==> src/rtl/tl_rom_device_pkg.sv <==
// rtl/tl_rom_device_pkg.sv - TL-UH channel types and burst helpers for the ROM device
package tl_rom_device_pkg;

  localparam int unsigned TlDataW   = 64;
  localparam int unsigned TlAddrW   = 56;
  localparam int unsigned TlSourceW = 1;
  localparam int unsigned TlSinkW   = 1;
  localparam int unsigned TlSizeW   = 4;

  typedef enum logic [2:0] {
    PutFullData    = 3'd0,
    PutPartialData = 3'd1,
    ArithmeticData = 3'd2,
    LogicalData    = 3'd3,
    Get            = 3'd4,
    Intent         = 3'd5
  } tl_a_op_e;

  typedef enum logic [2:0] {
    AccessAck     = 3'd0,
    AccessAckData = 3'd1,
    HintAck       = 3'd2
  } tl_d_op_e;

  typedef struct packed {
    tl_a_op_e                opcode;
    logic [2:0]              param;
    logic [TlSizeW-1:0]      size;
    logic [TlSourceW-1:0]    source;
    logic [TlAddrW-1:0]      address;
    logic [TlDataW/8-1:0]    mask;
    logic [TlDataW-1:0]      data;
    logic                    corrupt;
  } tl_a_t;

  typedef struct packed {
    tl_d_op_e                opcode;
    logic [1:0]              param;
    logic [TlSizeW-1:0]      size;
    logic [TlSourceW-1:0]    source;
    logic [TlSinkW-1:0]      sink;
    logic                    denied;
    logic [TlDataW-1:0]      data;
    logic                    corrupt;
  } tl_d_t;

  // Number of data beats for a transfer of 2^size bytes; sizes above max_size are clamped.
  function automatic logic [15:0] beat_count(input logic [TlSizeW-1:0] size,
                                             input int unsigned beat_bits,
                                             input int unsigned max_size);
    int unsigned s;
    s = (32'(size) > max_size) ? max_size : 32'(size);
    if (s <= beat_bits) return 16'd1;
    return 16'(32'd1 << (s - beat_bits));
  endfunction

endpackage

==> src/rtl/tl_rom_device.sv <==
// rtl/tl_rom_device.sv - TL-UH ROM endpoint: serves Get bursts from a 1-cycle ROM, denies writes and atomics
module tl_rom_device
  import tl_rom_device_pkg::*;
#(
  parameter int unsigned          DataWidth   = TlDataW,
  parameter int unsigned          AddrWidth   = TlAddrW,
  parameter int unsigned          SourceWidth = TlSourceW,
  parameter int unsigned          SinkWidth   = TlSinkW,
  parameter int unsigned          MaxSize     = 6,
  parameter logic [AddrWidth-1:0] RomBase     = '0,
  parameter int unsigned          RomDepth    = 1024,
  localparam int unsigned         RomIdxW     = $clog2(RomDepth)
) (
  input  logic                 clk_i,
  input  logic                 rst_i,
  input  logic                 host_a_valid_i,
  input  tl_a_t                host_a_i,
  output logic                 host_a_ready_o,
  output logic                 host_d_valid_o,
  output tl_d_t                host_d_o,
  input  logic                 host_d_ready_i,
  output logic                 host_b_valid_o,
  output logic                 host_c_ready_o,
  output logic                 host_e_ready_o,
  output logic                 rom_req_o,
  output logic [RomIdxW-1:0]   rom_addr_o,
  input  logic [DataWidth-1:0] rom_rdata_i
);

  localparam int unsigned BeatBytes = DataWidth / 8;
  localparam int unsigned BeatBits  = $clog2(BeatBytes);
  localparam int unsigned MaxBeats  = (MaxSize > BeatBits) ? (32'd1 << (MaxSize - BeatBits)) : 32'd1;
  localparam int unsigned CntW      = $clog2(MaxBeats) + 1;
  localparam logic [AddrWidth:0] RomEnd = {1'b0, RomBase} + (AddrWidth+1)'(RomDepth * BeatBytes);

  typedef enum logic [1:0] {StIdle, StDrain, StResp} state_e;

  state_e                 state_q, state_d;
  tl_d_op_e               d_op_q, d_op_d;
  logic [TlSizeW-1:0]     size_q, size_d;
  logic [SourceWidth-1:0] source_q, source_d;
  logic                   denied_q, denied_d;
  logic                   corrupt_q, corrupt_d;
  logic                   rom_backed_q, rom_backed_d;
  logic [CntW-1:0]        beats_q, beats_d;
  logic [CntW-1:0]        cnt_q, cnt_d;
  logic [CntW-1:0]        drain_q, drain_d;
  logic [RomIdxW-1:0]     start_q, start_d;
  logic [RomIdxW-1:0]     mask_q, mask_d;
  logic                   hold_valid_q, hold_valid_d;
  logic [DataWidth-1:0]   hold_q, hold_d;

  logic                   a_fire, d_fire, last_beat, multi_a;
  logic [CntW-1:0]        n_a, cnt_nxt;
  logic [AddrWidth-1:0]   align_mask, aligned, offset;
  logic [RomIdxW-1:0]     start_idx_a, next_idx;
  logic                   in_range;
  logic                   unused_a;

  assign host_b_valid_o = 1'b0;
  assign host_c_ready_o = 1'b1;
  assign host_e_ready_o = 1'b1;

  // Handshake qualifiers are gated by reset so nothing is accepted or shown mid-reset.
  assign host_a_ready_o = !rst_i && (state_q == StIdle || state_q == StDrain);
  assign host_d_valid_o = !rst_i && (state_q == StResp);
  assign a_fire         = host_a_valid_i && host_a_ready_o;
  assign d_fire         = host_d_valid_o && host_d_ready_i;

  assign n_a         = CntW'(beat_count(host_a_i.size, BeatBits, MaxSize));
  assign multi_a     = (n_a != CntW'(1));
  assign align_mask  = ~((AddrWidth'(1) << host_a_i.size) - AddrWidth'(1));
  assign aligned     = host_a_i.address & align_mask;
  assign offset      = aligned - RomBase;
  assign start_idx_a = RomIdxW'(offset >> BeatBits);
  assign in_range    = ({1'b0, host_a_i.address} >= {1'b0, RomBase}) &&
                       ({1'b0, host_a_i.address} < RomEnd);

  assign last_beat = (cnt_q == beats_q - CntW'(1));
  assign cnt_nxt   = cnt_q + CntW'(1);
  // Word index stays inside the naturally aligned block of the burst.
  assign next_idx  = (start_q & ~mask_q) | ((start_q + RomIdxW'(cnt_nxt)) & mask_q);

  assign unused_a = ^{host_a_i.param, host_a_i.mask, host_a_i.data, host_a_i.corrupt};

  always_comb begin
    host_d_o         = '0;
    host_d_o.opcode  = d_op_q;
    host_d_o.param   = 2'b00;
    host_d_o.size    = size_q;
    host_d_o.source  = source_q;
    host_d_o.sink    = {SinkWidth{1'b0}};
    host_d_o.denied  = denied_q;
    host_d_o.corrupt = corrupt_q;
    host_d_o.data    = rom_backed_q ? (hold_valid_q ? hold_q : rom_rdata_i) : '0;
  end

  always_comb begin
    state_d      = state_q;
    d_op_d       = d_op_q;
    size_d       = size_q;
    source_d     = source_q;
    denied_d     = denied_q;
    corrupt_d    = corrupt_q;
    rom_backed_d = rom_backed_q;
    beats_d      = beats_q;
    cnt_d        = cnt_q;
    drain_d      = drain_q;
    start_d      = start_q;
    mask_d       = mask_q;
    hold_valid_d = hold_valid_q;
    hold_d       = hold_q;
    rom_req_o    = 1'b0;
    rom_addr_o   = 'x;

    unique case (state_q)
      StIdle: begin
        if (a_fire) begin
          size_d       = host_a_i.size;
          source_d     = host_a_i.source;
          beats_d      = n_a;
          cnt_d        = '0;
          drain_d      = n_a - CntW'(1);
          start_d      = start_idx_a;
          mask_d       = RomIdxW'(n_a - CntW'(1));
          hold_valid_d = 1'b0;
          denied_d     = 1'b1;
          corrupt_d    = 1'b0;
          rom_backed_d = 1'b0;
          case (host_a_i.opcode)
            Get: begin
              d_op_d  = AccessAckData;
              state_d = StResp;
              if (in_range) begin
                denied_d     = 1'b0;
                rom_backed_d = 1'b1;
                rom_req_o    = 1'b1;
                rom_addr_o   = start_idx_a;
              end else begin
                corrupt_d = 1'b1;
              end
            end
            Intent: begin
              d_op_d   = HintAck;
              beats_d  = CntW'(1);
              denied_d = 1'b0;
              state_d  = StResp;
            end
            ArithmeticData, LogicalData: begin
              d_op_d    = AccessAckData;
              corrupt_d = 1'b1;
              state_d   = multi_a ? StDrain : StResp;
            end
            default: begin
              d_op_d  = AccessAck;
              beats_d = CntW'(1);
              state_d = multi_a ? StDrain : StResp;
            end
          endcase
        end
      end
      StDrain: begin
        if (a_fire) begin
          drain_d = drain_q - CntW'(1);
          if (drain_q == CntW'(1)) state_d = StResp;
        end
      end
      StResp: begin
        if (d_fire) begin
          hold_valid_d = 1'b0;
          if (last_beat) begin
            state_d = StIdle;
          end else begin
            cnt_d = cnt_nxt;
            if (rom_backed_q) begin
              rom_req_o  = 1'b1;
              rom_addr_o = next_idx;
            end
          end
        end else if (rom_backed_q && !hold_valid_q) begin
          // ROM output is only valid for one cycle; keep it while the host stalls.
          hold_valid_d = 1'b1;
          hold_d       = rom_rdata_i;
        end
      end
      default: state_d = StIdle;
    endcase
  end

  always_ff @(posedge clk_i) begin
    if (rst_i) begin
      state_q      <= StIdle;
      d_op_q       <= AccessAck;
      size_q       <= '0;
      source_q     <= '0;
      denied_q     <= 1'b0;
      corrupt_q    <= 1'b0;
      rom_backed_q <= 1'b0;
      beats_q      <= '0;
      cnt_q        <= '0;
      drain_q      <= '0;
      start_q      <= '0;
      mask_q       <= '0;
      hold_valid_q <= 1'b0;
      hold_q       <= '0;
    end else begin
      state_q      <= state_d;
      d_op_q       <= d_op_d;
      size_q       <= size_d;
      source_q     <= source_d;
      denied_q     <= denied_d;
      corrupt_q    <= corrupt_d;
      rom_backed_q <= rom_backed_d;
      beats_q      <= beats_d;
      cnt_q        <= cnt_d;
      drain_q      <= drain_d;
      start_q      <= start_d;
      mask_q       <= mask_d;
      hold_valid_q <= hold_valid_d;
      hold_q       <= hold_d;
    end
  end

endmodule

==> config.mk <==
export PLATFORM = sky130hd
export DESIGN_NAME = tl_rom_device
export DESIGN_NICKNAME = d
export VERILOG_FILES = /design/src/rtl/tl_rom_device_pkg.sv /design/src/rtl/tl_rom_device.sv
export SDC_FILE = /design/constraint.sdc
export NUM_CORES = 1
export LEC_CHECK = 0
export ABC_AREA = 1
export CAP_MARGIN = 20
export CORE_ASPECT_RATIO = 0.75
export CORE_MARGIN = 10
export CORE_UTILIZATION = 40
export CTS_CLUSTER_DIAMETER = 60
export DETAILED_ROUTE_END_ITERATION = 8
export GPL_TIMING_DRIVEN = 0
export PLACE_DENSITY = 0.81
export SLEW_MARGIN = 20
export SYNTH_ARGS = -nofsm -noshare
export SYNTH_HDL_FRONTEND = slang
export SYNTH_SLANG_ARGS = --single-unit
==> constraint.sdc <==
create_clock -name clk_i -period 2.9 [get_ports clk_i]
set_input_delay 0.435 -clock clk_i [delete_from_list [all_inputs] [get_ports clk_i]]
set_output_delay 0.435 -clock clk_i [all_outputs]
set_load 0.02 [all_outputs]
=== Word level (Yosys, flattened, before mapping) ===
Index checks and enable logic that the tools add are counted.
Widths: inputs -> output; s select.

* Register bits after elaboration: 110
* Bits in latches: 0
* RAM bits: 0
* ROM bits: 0
* Bits of input ports: 208
* Memories: 0

* Add/sub/neg operators: 8
* Multiply operators: 0
* Div/mod/pow operators: 0
* Magnitude comparators: 3
* Equality and inequality tests: 16
* Shift-type cells: 2
* Multiplexer cells: 44
* Bitwise operators: 7
* Reductions and logical operators: 20

{| class="wikitable"
|+ Operators with widths
! operator !! number
|-
| $mux 64 || 2
|-
| $mux 10 || 6
|-
| $lt 56x14->1 const B || 1
|-
| $mux 4 || 9
|-
| $shl 1x32->4 const A || 1
|-
| $and 10x10->10 || 2
|-
| $pmux 10 s2 || 1
|-
| $pmux 4 s2 || 2
|-
| $mux 2 || 7
|-
| $and 13x13->13 || 1
|-
| $not 13->13 || 1
|-
| $shl 1x4->13 const A || 1
|-
| $sub 13x2->13 const B || 1
|-
| $sub 4x1->4 const B || 3
|-
| $mux 1 || 11
|-
| $add 10x4->10 || 1
|-
| $ne 2x2->1 const B || 5
|-
| $not 10->10 || 1
|-
| $or 10x10->10 || 1
|-
| $reduce_and 3->1 || 3
|-
| $pmux 1 s2 || 4
|-
| $eq 3x2->1 const B || 2
|-
| $eq 3x3->1 const B || 2
|-
| $pmux 2 s3 || 1
|-
| 24 further kinds || 31
|}

=== Longest topological paths before layout ===
Gate-level depths: netlist of run 1.

* Depth after elaboration: 10
* Gate-level depth with buffers: 16
* Depth with buffers taken out: 15

=== Worst setup path before layout of run 1 ===
OpenSTA, ideal clock, no wires.

* Path type: register -> output
* Start point: register cnt_q[0]
* End point: output port rom_addr_o[5]
* Arrival: 1.940 ns
* Slack: 0.525 ns
* Stages on the path, launching flop included: 11
* Path buffers: 0
* Path through: dfxtp_1 -> ha_1 -> xor2_1 -> ha_1 -> nand2_1 -> nand3_1 -> nand2_1 -> nand2_1 -> nand3_1 -> nand2_1 -> o21ai_0

* Cells in the longest elaborated chain, start to end: 8

{| class="wikitable"
|+ Ends and longest elaborated chain
! element !! line !! RTL
|-
| from (decl) || tl_rom_device.sv:46 || <nowiki>logic [CntW-1:0] cnt_q, cnt_d;</nowiki>
|-
| from (signal assigned) || tl_rom_device.sv:215 || <nowiki>cnt_q <= cnt_d;</nowiki>
|-
| $add 4x1->4 || tl_rom_device.sv:80 || <nowiki>assign cnt_nxt = cnt_q + CntW'(1);</nowiki>
|-
| $add 10x4->10 || tl_rom_device.sv:82 || <nowiki>assign next_idx = (start_q & ~mask_q) | ((start_q + RomIdxW'(cnt_nxt)) & mask_q);</nowiki>
|-
| $and 10x10->10 || tl_rom_device.sv:82 ||
|-
| $or 10x10->10 || tl_rom_device.sv:82 ||
|-
| $mux 10 || tl_rom_device.sv:175 || <nowiki>if (rom_backed_q) begin</nowiki>
|-
| $mux 10 || tl_rom_device.sv:171 || <nowiki>if (last_beat) begin</nowiki>
|-
| $mux 10 || tl_rom_device.sv:169 || <nowiki>if (d_fire) begin</nowiki>
|-
| $pmux 10 s2 || tl_rom_device.sv:116 || <nowiki>unique case (state_q)</nowiki>
|-
| to (decl) || tl_rom_device.sv:26 || <nowiki>output logic [RomIdxW-1:0] rom_addr_o,</nowiki>
|}

No other way between the ends. The select of a mux whose other input is x is not followed.

=== Final worst setup path of run 1 ===
* Start point: register cnt_q[1]
* End point: output port rom_addr_o[5]

Same word-level chain as after synthesis.

==> reports/metrics.yaml, run 1 <==
fillCellCount: 1305
clock-root-buffer: "clkbuf_16"
dieWidth_um: 158
routabilityCongestion: 0.887
synth_warnings: 0
ys_types: 38
antenna_found_initial: 0
n_antenna_cell: 0
fin_tns_setup_ns: 0
h-tree-depth: 3
peakVddDrop_mv: 0.303
synthXorXnorAreaFrac_pct: 1.69
num-nets-final: 1296
slew_violations: 0
pwr-share-comb_pct: 23.2
antenna_left: 0
via_per_inst: 5.27
p_per_area_nw_per_um2: 427
power_leakage_nw: 3.21
port_buffers: 213
tightest_slew_ns: 0.566
skew_ns: 0.0120
core_area_um2: 13800
crit_required_ns: 2.47
p_clk_share_pct: 33.7
arrival_ns: 2.38
yosys-mux-area-fraction_pct: 0
synth-compound-area-share_pct: 32.6
clock_latency_ns: 0.35
fmax_ghz: 0.355
synth_top_family_by_area: "compound AO/OA/AOI/OAI gates"
fin_util_pct: 61.1
vias: 6613
synth_seq_area_share_pct: 36.6
cts_tree: "done"
synthesis.instances: 846
synthArstFlopShare_pct: 0
outcome: "complete, no violations"
die_area_um2: 19500
synth_edf_count: 0
synthToLayoutAreaGrowth_pct: 48.5
slew_headroom_pct: 62.2
switching_share_pct: 30.6
p_sw_mw: 1.11
finalSetupViolCount: 0
die_y_um: 123
final_cell_mix: "clkdlybuf4s50_1, a21oi_1, o21ai_0, inv_1, dfxtp_1"
wl_per_cell_um: 16.5
place_area_um2: 8060
intPower_mw: 2.50
grt_max_degree: 20
grt_remaining_overflow: 0
ios: 301
layout_commonest_cell: "clkdlybuf4s50_1"
postCtsHoldBufs: 0
cap_violations: 0
synth_ff_type: "dfxtp_1"
synth_fa_ha_area_share_pct: 2.77
cts.sinks: 104
cts_buffers: 9
rows: 37
crit_path_end_kind: "output port"
synth_simple_gate_area_share_pct: 13.6
start_util_pct: 41.1
fin_area_um2: 8460
track_usage_pct: 20.1
start_kind: "register"
timing_hold_violations_final: 0
seq_power_share_pct: 43.0
drt_iter0_markers: 428
path_clk_slew_ns: 0.07
place_hpwl_mm: 16.5
grt_pass1_wl_mm: 31.9
drt_first_pass_iters: 5
finalCritPeriodShare_pct: 97.2
drive_gt1_share_pct: 7.86
fin_crit_ns: 2.82
netlist_area_um2: 5690
syn_area_per_cell_um2: 6.73
grt_setup_unrepaired: "yes"
route.detailed.drc: 0
synth.ff_latch_count: 104
cts.path.max_buffers: 2
finalWirelength_mm: 20.7
grt_pass1_vias: 6184
path_class: "register to output port"
crit_path_max_fanout: 4
hold_class: "register to register"
-- logic make-up after synthesis --
| logic type | Yosys count |
|---|---|
| AOI/OAI and AO/OA | 360 |
| and+or+nand+nor | 182 |
| buffers and inverters | 175 |
| DFF | 104 |
| adders and majority gates | 12 |
| xor gates and xnor gates | 11 |
| other | 2 |
-- per-stage QoR --
step / instances / hold WS, ns / power, mW / setup slack, ns
final: 1256 / 0.454 / 3.61 / 0.0815
after detailed placement: 1239 / 0.444 / 2.39 / -0.148
after CTS: 1255 / 0.456 / 3.59 / -0.0120
after floorplan: 851 / 0.430 / 2.01 / 0.525
after global routing: 1256 / 0.469 / 3.78 / -0.0431
after global placement: 1239 / 0.439 / 2.38 / -0.141
-- area by class of cell --
| type | instances | area (µm²) | share of cell area (%) |
|---|---|---|---|
| Clock inverter | 6 | 60.1 | 0.710 |
| Clock buffer | 10 | 239 | 2.83 |
| Buffer | 63 | 302 | 3.57 |
| Timing Repair Buffer | 216 | 2140 | 25.3 |
| Inverter | 110 | 413 | 4.88 |
| Sequential cell | 104 | 2090 | 24.7 |
| Multi-Input combinational cell | 572 | 3000 | 35.4 |
| Tap cell | 175 | 219 | 2.59 |
-- repair_timing --
item,4_1_cts,5_1_grt
setup buffers,1,2
hold endpoints to repair,0,0
setup endpoints to repair,26,27
resized for setup,32,37
pin swaps,0,9
-- Yosys cell counts (all sizes together) (2+ instances only) --
cell	n	area, µm²
o31ai	3	22.5
dfxtp	104	2080
nand4	11	68.8
o21a	2	15.0
nor4	2	12.5
nor2	50	195
o211ai	3	22.5
ha	11	138
xnor2	4	35.0
a21oi	174	886
conb	2	7.51
a211oi	2	15.0
xor2	7	61.3
nor3	5	25.0
nand3	26	135
buf	28	165
o22ai	2	12.5
inv	110	413
nand2	85	322
o21ai	170	851
clkbuf	37	139
-- critical path, cell delays in order, from the launching register on --
cell	delay [ns]
dfxtp_2	0.37
ha_2	0.20
xor2_2	0.23
ha_4	0.26
nand2_1	0.09
nand3_1	0.12
nand2_1	0.08
nand2_1	0.08
nand3_2	0.09
nand2_1	0.05
o21ai_0	0.25
buf_2	0.23
-- power by group through the flow --
| stage | sequential (mW) | combinational [mW] | clock, mW |
|---|---|---|---|
| 2_1_floorplan | 1.58 | 0.430 | 0 |
| 3_3_place_gp | 1.58 | 0.801 | 0 |
| 3_5_place_dp | 1.58 | 0.813 | 0 |
| 4_1_cts | 1.55 | 0.808 | 1.24 |
| 5_1_grt | 1.56 | 0.921 | 1.29 |
| 6_report | 1.55 | 0.838 | 1.22 |
-- layer usage --
metal	vias up	wire [µm]	share of wire (%)	global-route usage, %
li1	3286	-	-	-
met1	3035	9090	44	26.6
met2	276	9670	47	31.9
met3	16	1700	8.2	5.59
met4	0	239	1.2	4.49
met5	-	0	0	0
-- final timing paths --
path	startpoint	endpoint	slack [ns]	depth (start not counted)
worst max-delay path	cnt_q[1]	rom_addr_o[5]	0.08	11
worst min-delay path	hold_q[61]	hold_q[61]	0.45	2
worst max register to register	state_q[1]	hold_q[28]	0.88	9
worst min register to register	hold_q[61]	hold_q[61]	0.45	2
-- sequential cells by signal, indices dropped and copies added, names as in the netlist, 2 cells and up --
name     flops
beats_q      4
cnt_q        4
d_op_q       2
drain_q      4
hold_q      64
mask_q       5
size_q       4
start_q     10
state_q      2
Note: power is estimated with default switching activity, not from simulation.
==> run 2: changes to the inputs <==
==> constraint.sdc (replaced) <==
create_clock -name clk_i -period 3.1 [get_ports clk_i]
set_input_delay 0.465 -clock clk_i [delete_from_list [all_inputs] [get_ports clk_i]]
set_output_delay 0.465 -clock clk_i [all_outputs]
set_load 0.02 [all_outputs]
==> reports/metrics.yaml, run 2 (same netlist as run 1, synthesis figures left out) <==
outcome: "complete, no violations"
timing_hold_violations_final: 0
p_total_mw: 3.35
hold_depth: 2
clock_latency_ns: 0.35
arrival_ns: 2.51
h-tree-depth: 3
largestRegisters: "hold_q: 64 flops, start_q: 10 flops, mask_q: 5 flops"
final_cell_mix: "clkdlybuf4s50_1, a21oi_1, o21ai_0, inv_1, dfxtp_1"
die_y_um: 123
ios: 301
power_leakage_nw: 3.18
grt_pass1_vias: 6191
p_per_area_nw_per_um2: 401
slowest_delay_ns: 0.65
cp_num_buf_inv: 2
vias: 6539
seq_power_share_pct: 43.3
timing.hold.ws_ns: 0.453
cts.path.max_buffers: 2
layout_commonest_cell: "clkdlybuf4s50_1"
fin_tns_setup_ns: 0
cap_violations: 0
postCtsHoldBufs: 0
intPower_mw: 2.33
antenna_found_initial: 0
crit_path_max_fanout: 5
hold_class: "register to register"
setup_ws_ns: 0.123
r2r-start: "state_q[1]"
cpMaxStageDelayCell: "clkdlybuf4s50_1"
drive_gt1_share_pct: 6.02
num-nets-final: 1295
reg2regPathDepth: 9
fin_crit_ns: 2.98
crit_required_ns: 2.63
cts_buffers: 9
n_antenna_cell: 0
route.detailed.drc: 0
place_area_um2: 8060
path_clk_slew_ns: 0.08
start_util_pct: 41.1
min-delay-start: "hold_q[61]"
core_area_um2: 13800
slew_violations: 0
drt_first_pass_iters: 5
reg2reg_to: "hold_q[28]"
grt_max_degree: 20
largest_register_ffs: 64
slew_headroom_pct: 61.5
crit_path_cell_trace: "inv_1 -> ha_1 -> fa_1 -> nor2_1 -> o22ai_1 -> clkdlybuf4s50_1"
wl_per_cell_um: 16.2
fin_area_um2: 8360
antenna_left: 0
drt_iter0_markers: 432
clock-root-buffer: "clkbuf_16"
path_class: "register to output port"
fillCellCount: 1329
dp_slack_ns: 0.0117
regMostFlops: "hold_q"
finalSetupViolCount: 0
rrSetupSlack_ns: 1.26
dieWidth_um: 158
track_usage_pct: 20.1
path_delay_family: "adder cells"
peakVddDrop_mv: 0.285
finalCritPeriodShare_pct: 96.0
tightest_slew_ns: 0.577
finalWirelength_mm: 20.4
p_sw_mw: 1.03
rows: 37
place_hpwl_mm: 16.5
crit_path_end_kind: "output port"
switching_share_pct: 30.6
grt_pass1_wl_mm: 31.9
holdPathEnd: "hold_q[61]"
cts_tree: "done"
p_clk_share_pct: 34.0
routabilityCongestion: 0.887
synthToLayoutAreaGrowth_pct: 46.9
start_kind: "register"
skew_ns: 0.0107
cts.sinks: 104
pwr-share-comb_pct: 22.7
port_buffers: 213
grt_remaining_overflow: 0
die_area_um2: 19500
fmax_ghz: 0.336
via_per_inst: 5.21
[run 2: area by class of cell]
type	instances	area (µm²)	area share (%)
clock inverters	6	60.1	0.718
well taps	175	219	2.62
multi-input cells	572	2940	35.1
repair buffers	213	2100	25.1
flip-flops and latches	104	2080	24.9
plain buffers	65	307	3.67
inverters	110	413	4.94
clock buffers	10	239	2.86
[run 2: power by group through the flow]
stage	registers (mW)	logic, mW	clock network, mW
2_1_floorplan	1.48	0.402	0
3_3_place_gp	1.48	0.750	0
3_5_place_dp	1.48	0.760	0
4_1_cts	1.45	0.756	1.16
5_1_grt	1.46	0.839	1.21
6_report	1.45	0.761	1.14
[run 2: layer usage]
layer / up-vias / track usage (%) / routed length [µm]
li1: 3281 / - / -
met1: 2994 / 26.6 / 9080
met2: 248 / 31.8 / 9430
met3: 16 / 5.59 / 1630
met4: 0 / 4.55 / 231
met5: - / 0 / 0
[run 2: what timing repair did]
item	in CTS	in global routing
resized for setup	12	22
buffers inserted	0	0
setup endpoints to repair	8	28
[run 2: worst max-delay path by stage]
| stage | start | end | slack [ns] | cells after the start |
|---|---|---|---|---|
| final | cnt_q[0] | rom_addr_o[1] | 0.12 | 6 |
| after global routing | cnt_q[0] | rom_addr_o[8] | -0.01 | 14 |
| after CTS | cnt_q[0] | rom_addr_o[8] | 0.003 | 14 |
| after detailed placement | rst_i | rom_req_o | 0.01 | 9 |
| after global placement | rst_i | rom_req_o | -0.001 | 9 |
| after floorplan | cnt_q[0] | rom_addr_o[5] | 0.69 | 10 |
[run 2: per-stage QoR]
stage,instances,util (%)
floorplan,851,-
detailed placement,1239,58.2
CTS,1255,60.4
finish,1255,60.4
global placement,1239,58.2
global route,1255,60.4
[run 2: worst register-to-register path, cell delays in order (launching register included)]
cell and delay (ns):
dfxtp_1 0.45, inv_2 0.07, nor2_4 0.13, inv_2 0.12
a21oi_4 0.18, nand3_2 0.11, buf_4 0.19, clkbuf_1 0.22
o21ai_0 0.21, a21oi_1 0.06
==> run 3: changes to the inputs <==
--- a/config.mk
+++ b/config.mk
@@ -10,7 +10,7 @@
 export CORE_ASPECT_RATIO = 0.75
 export CORE_MARGIN = 10
 export CORE_UTILIZATION = 40
-export CTS_CLUSTER_DIAMETER = 60
+export CTS_CLUSTER_DIAMETER = 80
 export DETAILED_ROUTE_END_ITERATION = 8
 export GPL_TIMING_DRIVEN = 0
 export PLACE_DENSITY = 0.81
==> results of run 3 <==
Final layout, timing and power as in run 2 (identical DEF).
==> edit 1 (settings of run 3) <==
The parameter `RomDepth` goes from 1024 to 2048.
--- a/src/rtl/tl_rom_device.sv
+++ b/src/rtl/tl_rom_device.sv
@@ -8,7 +8,7 @@
   parameter int unsigned          SinkWidth   = TlSinkW,
   parameter int unsigned          MaxSize     = 6,
   parameter logic [AddrWidth-1:0] RomBase     = '0,
-  parameter int unsigned          RomDepth    = 1024,
+  parameter int unsigned          RomDepth    = 2048,
   localparam int unsigned         RomIdxW     = $clog2(RomDepth)
 ) (
   input  logic                 clk_i,
Ports: changed (resized rom_addr_o); port bits go from 301 to 302. No check against the original RTL was run, so the function may have changed too.
==> edit 1 against run 3 <==
  * Synthesized area grew 5.6%
  * Wire length grew 1.9%
  * Worst setup slack got worse by 16 ps
  * Power grew 17%
  * Final area rose by 4.0%
  * Sequential cell count up 1
  * Largest cell class unchanged
  * Combinational power up 64%
==> edit 1: results (changes against run 3) <==
.. list-table::
   :header-rows: 1

   * - Metric
     - Value
   * - Measured slew at the worst slew-check pin
     - 568 ps (-8.94 ps)
   * - Final core utilization
     - 0.595 (-0.00859)
   * - DRC violation total after the first TritonRoute iteration
     - 491 (+14%)
   * - Met1 Usage GRT
     - 0.250 (-0.0164)
   * - Met3 WL post-DR
     - 1700 um (+4.0%)
   * - Normalized max-slew margin
     - 0.621 (+0.00596)
   * - RD Place Congestion
     - 0.905 (+2.0%)
   * - GR Layer Usage met2
     - 0.313 (-0.00489)
   * - Total of plain and repair buffers excluding clock buffers
     - 280 (+0.72%)
   * - Leakage power total
     - 3.39 nW (+6.6%)
   * - Setup Skew
     - 11.0 ps (+0.267 ps)
   * - Total area of multi-input combinational cells
     - 3110 sq um (+5.9%)
   * - Top Registers
     - hold_q: 64 flops, start_q: 11 flops, mask_q: 5 flops
   * - Global-route wire length before repair
     - 33400 um (+4.7%)
   * - Sequential cell area fraction in the yosys report
     - 0.350 (-0.0159)
   * - Sum of routed wire segments on met1
     - 9140 um (+0.63%)
   * - Total cell area at the placement stage
     - 8420 sq um (+4.4%)
   * - Relative area of clock buffers and inverters in the final design
     - 0.0331 (-0.00266)
   * - Post-cts gate resize count
     - 10 (-2)
   * - Unique cell type count in the Yosys netlist
     - 41 (+7.9%)
   * - Fraction of cell area in non-clock buffers
     - 0.289 (+0.00100)
   * - Met2 routed WL
     - 9450 um (+0.19%)
   * - Synth top area cells
     - dfxtp_1 35%, a21oi_1 14%, o21ai_0 9.8%, nand2_1 7.4%, inv_1 6.7%
   * - Area of the die
     - 20400 sq um (+4.7%)
   * - Pin count of the biggest net entering global routing
     - 19 (-5.0%)
   * - Total power per unit cell area
     - 453 nW/um^2 (+13%)
   * - Run status
     - completed
   * - Combinational-cell power consumption
     - 0.00125 W (+64%)
   * - Leading post-synthesis cells by instance count
     - 169 x a21oi_1, 118 x nand2_1, 118 x o21ai_0
   * - Worst-case vdd ir drop
     - 0.000250 V (-12%)
   * - Layout multi-input combinational cell count
     - 615 (+7.5%)
   * - Number of ordinary inverters in the final layout
     - 112 (+1.8%)
   * - Via count of the first global-routing pass
     - 6588 (+6.4%)
   * - Post-placement setup slack
     - 14.1 ps (+2.35 ps)
   * - Number of fill cells
     - 1387 (+4.4%)
   * - Register share of the cell area
     - 0.242 (-0.00702)
   * - I/O Buffers
     - 214 (+0.47%)
   * - Post-detail-place hpwl
     - 16500 um (+0.45%)
   * - Routed WL per cell
     - 15.6 um (-3.7%)
   * - Class of the worst hold path
     - in2reg
   * - GR Util met3
     - 0.0560 (+0.000126)
   * - Number of standard cells after synthesis
     - 893 (+5.6%)
edit 1: changes by cell type after synthesis, sizes merged, moves of 6 or more:
cell and delta:
buf +7, nand2 +37, nand3 +15, nor2 +12, clkbuf -6, o21ai -7
edit 1: cells by family (layout without fill, tap and decap cells):
family	count (synthesis)	in the layout	synth area share
other cells	2	7	0.00125
compound gates	347	347	0.299
buf+inv	178	407	0.137
simple gates	239	239	0.173
flops	105	105	0.350
fa+ha+maj	12	12	0.0262
xor+xnor	10	10	0.0146
edit 1: final timing paths:
check / endpoint / start / slack [ps] / depth (start not counted)
setup / recovery: rom_addr_o[2] / cnt_q[0] / 110 / 7
hold reg to reg: hold_q[61] / hold_q[61] / 450 / 2
setup reg to reg: cnt_q[1] / beats_q[0] / 1350 / 12
hold / removal: size_q[0] / host_a_i[130] / 430 / 3
edit 1: critical path: stages, from the launching register on:
cell and delay (ps):
dfxtp_2 350, ha_1 350, fa_1 440, xnor2_1 150
nand2_1 60, o211ai_1 90, o21ai_0 100, clkdlybuf4s50_1 630
==> edit 2 (settings of run 3) <==
Made on the original files. `hold_q` no longer has a reset.
--- a/src/rtl/tl_rom_device.sv
+++ b/src/rtl/tl_rom_device.sv
@@ -202,7 +202,6 @@
       start_q      <= '0;
       mask_q       <= '0;
       hold_valid_q <= 1'b0;
-      hold_q       <= '0;
     end else begin
       state_q      <= state_d;
       d_op_q       <= d_op_d;
@@ -217,9 +216,12 @@
       start_q      <= start_d;
       mask_q       <= mask_d;
       hold_valid_q <= hold_valid_d;
-      hold_q       <= hold_d;
     end
   end
 
+  always_ff @(posedge clk_i) begin
+    hold_q <= hold_d;
+  end
+
 endmodule
 
Function: no difference found for any inputs over 4 cycles, from zero or initial values and one cycle with rst_i high; that may be too few to reach the edited logic, so the function may still have changed.
==> edit 2 against run 3 <==
  * Synthesized area shrank 1.1%
  * Sequential share of layout area is 7.8 points higher
  * Highest routed layer unchanged
  * Largest cell class is now sequential cells
  * Worst setup slack gained 59 ps
  * Register-to-register slack worse by 300 ps
  * Final area decreased by 0.31%
  * Wire length decreased by 9.6%
  * Sequential cell count is the same
  * Power grew 19%
==> edit 2: results (changes against run 3) <==
.. list-table::
   :header-rows: 1

   * - Metric
     - Value
   * - Global-route wire length before repair
     - 28300 um (-11%)
   * - Startpoint of the worst hold path
     - rst_i
   * - Worst flop-to-flop path startpoint
     - state_q[0]
   * - Sequential cell area fraction in the yosys report
     - 0.484 (+0.118)
   * - Total cell area at the placement stage
     - 8010 sq um (-0.65%)
   * - Total power
     - 0.00398 W (+19%)
   * - RD Place Congestion
     - 0.871 (-1.8%)
   * - Share of post-route cells with drive strength above 1
     - 0.0695 (+0.00936)
   * - Vias after detailed routing
     - 5600 (-14%)
   * - Setup Skew
     - 7.56 ps (-3.14 ps)
   * - Via-per-instance ratio
     - 4.98 (-4.4%)
   * - Class of the worst hold path
     - in2reg
   * - Placed insts
     - 1108 (-11%)
   * - Delay of the slowest critical-path stage
     - 420 ps (-230 ps)
   * - Reported clock group power
     - 0.00125 W (+9.6%)
   * - Global-route usage over all layers
     - 0.182 (-0.0190)
   * - Synth top area cells
     - edfxtp_1 34%, dfxtp_1 14%, nor2_1 12%, o21ai_0 9.2%, nand2_1 6.4%
   * - Pin count of the biggest net entering global routing
     - 34 (+70%)
   * - Net switching component of the power
     - 0.00122 W (+19%)
   * - Measured slew at the worst slew-check pin
     - 518 ps (-59.4 ps)
   * - Number of enable flip-flop cells after synthesis
     - 64 (+64)
   * - Number of fill cells
     - 1207 (-9.2%)
   * - Mean instance size in the synthesized netlist
     - 7.87 sq um (+17%)
   * - Worst-case vdd ir drop
     - 0.000314 V (+10%)
   * - Run status
     - completed
   * - Slowest stage cell, crit path
     - fa_1
   * - I/O Buffers
     - 212 (-0.47%)
   * - Unique cell type count in the Yosys netlist
     - 41 (+7.9%)
   * - Leakage power total
     - 3.35 nW (+5.5%)
   * - Leading post-synthesis cells by instance count
     - 179 x nor2_1, 104 x o21ai_0, 96 x nand2_1
   * - Data arrival time of the worst path
     - 2450 ps (-60 ps)
   * - Final-stage net count
     - 1164 (-10%)
edit 2: area by class of cell:
cell class,count,area share
sequential,104,0.327
multi-input combinational,521,0.300
timing repair buffer,213,0.255
buffer,43,0.0290
clock buffer,9,0.0270
tap,175,0.0263
inverter,52,0.0240
clock inverter,7,0.0122
edit 2: final timing paths:
check | slack [ps] | to | cells past startpoint
max | 180 | rom_addr_o[6] | 12
min | 370 | drain_q[1] | 2
max reg2reg | 960 | hold_q[62] | 9
min reg2reg | 470 | d_op_q[0] | 2
edit 2: per-stage QoR:
| stage | util | setup TNS, ps |
|---|---|---|
| 2_1_floorplan | - | 0 |
| 3_3_place_gp | 0.581 | -30520 |
| 3_5_place_dp | 0.583 | -147 |
| 4_1_cts | 0.606 | -3.79 |
| 5_1_grt | 0.606 | 0 |
| 6_report | 0.606 | 0 |
edit 2: what timing repair did:
| item | in CTS | in global routing |
|---|---|---|
| gates resized for setup | 11 | 15 |
| setup buffers | 0 | 0 |
| pin swaps | 0 | 1 |
| setup endpoints to repair | 8 | 7 |
| hold endpoints to repair | 0 | 0 |
edit 2: layer usage:
metal / up-vias / GRT usage / wire [um] / part of all wire
met3: 21 / 0.0461 / 1530 / 0.083
met5: - / 0 / 0 / 0
met2: 196 / 0.295 / 8660 / 0.47
met1: 2558 / 0.234 / 7860 / 0.43
met4: 0 / 0.0535 / 378 / 0.021
li1: 2825 / - / - / -
edit 2: logic make-up (layout without fill, tap and decap cells):
logic type,count (synthesis),after routing,synth area share
xor+xnor,8,8,0.0124
compound gates,162,162,0.150
other cells,2,7,0.00133
simple gates,332,332,0.247
buf+inv,95,324,0.0780
fa+ha+maj,12,12,0.0280
flops,104,104,0.484
